===== config.mk =====
export PLATFORM = sky130hd
export DESIGN_NAME = lut_config_loader
export DESIGN_NICKNAME = d
export VERILOG_FILES = /design/src/rtl/lut_config_loader.sv
export SDC_FILE = /design/constraint.sdc
export NUM_CORES = 1
export LEC_CHECK = 0
export BUFFER_PORTS_ARGS = -buffer_cell sky130_fd_sc_hd__buf_2
export CELL_PAD_IN_SITES_DETAIL_PLACEMENT = 2
export CELL_PAD_IN_SITES_GLOBAL_PLACEMENT = 2
export CORE_MARGIN = 10
export CORE_UTILIZATION = 32
export CTS_BUF_LIST = sky130_fd_sc_hd__clkbuf_4
export CTS_CLUSTER_SIZE = 20
export DETAILED_ROUTE_END_ITERATION = 16
export GPL_TIMING_DRIVEN = 0
export PLACE_DENSITY_LB_ADDON = 0.1
export SLEW_MARGIN = 0
export SYNTH_ARGS = -nofsm -noshare
export SYNTH_HDL_FRONTEND = slang
export SYNTH_SLANG_ARGS = --single-unit
export TNS_END_PERCENT = 1

===== constraint.sdc =====
create_clock -name clk -period 2.4 [get_ports clk]
set_clock_uncertainty 0.15 [all_clocks]
set_input_delay 0.72 -clock clk [delete_from_list [all_inputs] [get_ports clk]]
set_output_delay 0.72 -clock clk [all_outputs]
set_load 0.02 [all_outputs]

===== src/rtl/lut_config_loader.sv =====
`default_nettype none
// ============================================================================
// Module   : lut_config_loader
// Brief    : Assembles packed stream words into full fracturable-LUT configs
//            and commits them one LUT at a time via one-hot config enables.
// Revision : 1.0 - initial release
// ============================================================================
module lut_config_loader #(
    parameter int INPUTS   = 4,
    parameter int MEM_SIZE = 2**INPUTS,
    parameter int CFG_W    = 2*MEM_SIZE + 1,
    parameter int NUM_LUTS = 4,
    parameter int WORD_W   = 8
) (
    input  logic                clk,
    input  logic                rst,
    input  logic                start,
    input  logic [WORD_W-1:0]   in_data,
    input  logic                in_valid,
    output logic                in_ready,
    output logic [CFG_W-1:0]    config_out,
    output logic [NUM_LUTS-1:0] cen_out,
    output logic                busy,
    output logic                done
);

    localparam int WPL   = (CFG_W + WORD_W - 1) / WORD_W;
    localparam int CNT_W = (WPL > 1) ? $clog2(WPL) : 1;
    localparam int IDX_W = (NUM_LUTS > 1) ? $clog2(NUM_LUTS) : 1;

    localparam logic [CNT_W-1:0] C_LAST_WORD = CNT_W'(WPL - 1);
    localparam logic [IDX_W-1:0] C_LAST_LUT  = IDX_W'(NUM_LUTS - 1);

    typedef enum logic [1:0] {
        S_IDLE   = 2'd0,
        S_LOAD   = 2'd1,
        S_COMMIT = 2'd2,
        S_DONE   = 2'd3
    } state_t;

    state_t             r_state;
    state_t             w_next;
    logic [CNT_W-1:0]   r_word_cnt;
    logic [IDX_W-1:0]   r_lut_idx;
    logic [CFG_W-1:0]   r_asm;
    logic [CFG_W-1:0]   w_asm_next;
    logic               w_accept;
    logic               w_last_word;
    logic               w_last_lut;

    assign w_accept    = (r_state == S_LOAD) && in_valid;
    assign w_last_word = (r_word_cnt == C_LAST_WORD);
    assign w_last_lut  = (r_lut_idx == C_LAST_LUT);
    assign config_out  = r_asm;

    // Each config bit takes its stream bit only when its own word is current;
    // final-word bits beyond CFG_W have no destination and simply drop.
    for (genvar i = 0; i < CFG_W; i++) begin : g_bit
        localparam int K = i / WORD_W;
        localparam int B = i % WORD_W;
        assign w_asm_next[i] = (r_word_cnt == CNT_W'(K)) ? in_data[B] : r_asm[i];
    end

    always_ff @(posedge clk) begin
        if (rst) begin
            r_state <= S_IDLE;
        end else begin
            r_state <= w_next;
        end
    end

    always_comb begin
        w_next   = r_state;
        in_ready = 1'b0;
        busy     = 1'b0;
        done     = 1'b0;
        cen_out  = '0;
        case (r_state)
            S_IDLE: begin
                if (start) begin
                    w_next = S_LOAD;
                end
            end
            S_LOAD: begin
                in_ready = 1'b1;
                busy     = 1'b1;
                if (in_valid && w_last_word) begin
                    w_next = S_COMMIT;
                end
            end
            S_COMMIT: begin
                busy    = 1'b1;
                cen_out = NUM_LUTS'(1) << r_lut_idx;
                w_next  = w_last_lut ? S_DONE : S_LOAD;
            end
            S_DONE: begin
                done   = 1'b1;
                w_next = S_IDLE;
            end
            default: begin
                w_next = S_IDLE;
            end
        endcase
    end

    always_ff @(posedge clk) begin
        if (rst) begin
            r_word_cnt <= '0;
            r_lut_idx  <= '0;
            r_asm      <= '0;
        end else begin
            case (r_state)
                S_IDLE: begin
                    if (start) begin
                        r_word_cnt <= '0;
                        r_lut_idx  <= '0;
                        r_asm      <= '0;
                    end
                end
                S_LOAD: begin
                    if (w_accept) begin
                        r_asm      <= w_asm_next;
                        r_word_cnt <= w_last_word ? '0 : r_word_cnt + 1'b1;
                    end
                end
                S_COMMIT: begin
                    r_word_cnt <= '0;
                    if (!w_last_lut) begin
                        r_lut_idx <= r_lut_idx + 1'b1;
                    end
                end
                default: begin
                end
            endcase
        end
    end

endmodule
`default_nettype wire


==> run_results.csv <==
group,metric,value,unit
power,power.share.clock,0.146,
floorplan,die_h,96.69,µm
clock_tree,cts_hold_buf,0,
power,combPwrFrac,0.503,
sta,rsz0062_at_grt,"false",
global_routing,grtUsageMet1,0.1223,
yosys,synth_seq_area_share,0.4255,
place,numPortBuffers,50,
sta,setup_viol,0,
finish,nNetsFinal,274,
worst_setup_path,startpoint_type,"register",
hold_path,hold_path_startpoint,"config_out[30]$_SDFFE_PP0P_",
floorplan,ios,52,
yosys,synth_edf_count,0,
worst_setup_path,crit_arrival,1.43,ns
yosys,syn_area,1882,µm²
clock_tree,clockRootBuffer,"clkbuf_4",
yosys,synth_area_leaders,"dfxtp_1, mux2i_1, ha_1",
global_routing,grtUsageMet3,0.03478,
sta,max_freq,435.6,MHz
power,leakagePower,1.063,nW
yosys,yosys_register_bits,40,
yosys,yosys_warnings,0,
yosys,syn_avg_cell_area,9.904,µm²
route,avgViaCountPerCell,4.719,
floorplan,num_rows,27,
clock_tree,clock_latency,0.35,ns
worst_setup_path,cp-startpoint,"r_state[1]$_SDFFE_PP0P_",
power,p_sw_frac,0.4326,
place,dp_hpwl,3.943,mm
yosys,yosysTopAreaCellShare,0.4255,
finish,areaGrowthSynthToFinish,21.81,%
yosys,ys_types,24,
global_routing,grt_pass1_wl,8.590,mm
worst_setup_path,cp_num_buf_inv,2,
power,ir_worst_vdd,539.9,µV
worst_setup_path,cp-end-kind,"output pin",
sta,hold_viol,0,
yosys,synth_async_sr_flop_share,0,
clock_tree,cts.sinks,40,
worst_setup_path,cpPeakStageDelay,0.50,ns
global_routing,grt_max_degree,13,
yosys,synth_common_cells,"dfxtp_1, nor2_1, mux2i_1",
floorplan,initial_utilization,0.3356,
power,p_sw,1.037,mW
place,place_inst,312,
worst_setup_path,crit_path_max_fanout,6,
worst_setup_path,cp_slowest_cell,"dfxtp_1",
yosys,synth.most_common_cell,"dfxtp_1",
route,drc,0,
clock_tree,cts_tree,"yes",
worst_setup_path,crit_type,"reg2out",
clock_tree,ctsHtreeMaxLevel,2,
yosys,syn-num-nets,217,
worst_setup_path,cp.required,1.53,ns
sta,setup_tns,0,ns
global_routing,gr-max-usage-layer,"met2",
clock_tree,clk_pin_slew_worst_paths,0.12,ns
sta,fin_crit_sh,0.9565,
sta,maxSlewHeadroom,0.6588,
worst_setup_path,reg2reg_from,"r_state[1]$_SDFFE_PP0P_",
global_routing,grt-ovfl-total,0,
global_routing,grtUsageTotal,0.1094,
sta,drv_slew,0,
hold_path,hp-class,"reg2reg",
clock_tree,cts-buffers-inserted,5,
global_routing,antenna_found_initial,0,
worst_setup_path,path_cells,"inv_1, ha_1, buf_2",
power,p_int,1.360,mW
sta,tightest_slew,0.5118,ns
clock_tree,clk_path_buf_depth,2,
global_routing,grt_pass1_vias,1665,
worst_setup_path,cp_top_family,"flip-flops",
floorplan,core_area,5608,µm²
place,place_congestion,0.7063,
power,power_density,1046,nW/µm²
floorplan,die_w,96.69,µm
finish,fin_cells,320,
finish,n_fill_cell,663,
route,drtIter0Drc,42,
power,p_seq_frac,0.351,
finish,drive_gt1_frac,0.2702,
route,ant_nets,0,
yosys,syn_inst,190,
finish,n_antenna_cell,0,
status,status,"finished, final reports clean",
yosys,synth_ff_type,"dfxtp_1",
route,firstDrtPassIters,2,
route,routed_wl,5.241,mm
route,wl_per_cell,16.38,µm
yosys,yosysTopAreaCell,"dfxtp_1",
finish,postLayoutCoreUtil,0.4087,
clock_tree,cts_setup_buffers,0,
global_routing,met2_usage,0.1933,
sta,period_needed,2.296,ns
flow_run,maxCapViolCount,0,
floorplan,dieArea,9348,µm²
route,vias,1510,
layer usage:
layer / up-vias / wire (µm)
li1: 745 / -
met1: 727 / 2243
met2: 32 / 2686
met3: 6 / 261
met4: 0 / 50
met5: - / 0
logic make-up (layout without fill, tap and decap cells):
group	Yosys count	count (layout)	share of synthesized area
AOI/OAI and AO/OA	17	17	0.07646
adders and majority gates	15	15	0.09973
muxes	35	35	0.1928
DFF	40	40	0.4255
and+or+nand+nor	69	69	0.1755
buffers and inverters	14	72	0.02992
timing repair:
action | 4_1_cts | 5_1_grt
endpoints found under the hold margin | 0 | 0
setup endpoints to repair | 4 | 3
cloned | 0 | 0
gates resized for setup | 2 | 1
power groups by stage:
stage	Clock, mW	Sequential (mW)	Combinational (mW)
finish	0.349	0.841	1.21
detailed placement	0	0.853	1.22
global placement	0	0.854	1.20
floorplan	0	0.931	0.816
global route	0.402	0.858	1.31
CTS	0.366	0.842	1.23
registers in the layout, summed over array words and instances, names as in the netlist:
| signal | cells |
|---|---|
| r_word_cnt | 3 |
| config_out | 33 |
| r_state | 2 |
| r_lut_idx | 2 |
layout by cell type (no fill, tap or decap), types with 3 or more instances in the layout:
master    count
buf_2        50
nor2_1       39
dfxtp_1      39
mux2i_1      34
ha_1         14
and2_1       12
inv_1         8
a21oi_1       6
clkbuf_4      6
clkbuf_1      5
nand2_1       4
a21oi_4       4
nand3b_1      4
nand2b_1      3
o21ai_0       3
worst register-to-register path: stages (launching register included):
cell and delay [ns]:
dfxtp_1 0.50, inv_1 0.14, ha_1 0.27, mux2i_4 0.27
a21oi_4 0.39, mux2i_1 0.25, nor2_1 0.06
per-stage QoR:
step	worst slack [ns]	area, µm²	hold slack [ns]	power, mW
4_1_cts	0.06987	2282	0.3626	2.440
5_1_grt	0.009932	2292	0.3972	2.573
6_report	0.1044	2292	0.3551	2.397
3_5_place_dp	0.2836	2222	0.3307	2.068
2_1_floorplan	0.4949	1882	0.3290	1.747
3_3_place_gp	0.3161	2222	0.3189	2.050
path summary, 6_finish.rpt:
path	end	slack, ns	cells past startpoint
worst min-delay path	config_out[30]$_SDFFE_PP0P_	0.36	2
worst max-delay path	busy	0.10	3
worst max register to register	config_out[25]$_SDFFE_PP0P_	0.26	6
worst min register to register	config_out[30]$_SDFFE_PP0P_	0.36	2
layout make-up:
type	instances	area, µm²	share of cell area
Clock buffer	6	45.04	0.01965
Timing Repair Buffer	50	250.2	0.1092
Inverter	8	30.03	0.01310
Clock inverter	2	11.26	0.004913
Tap cell	72	90.09	0.03930
Sequential cell	40	802.0	0.3499
Buffer	6	26.28	0.01146
Multi-Input combinational cell	136	1037	0.4525
Power figures use the tool's default switching activity.
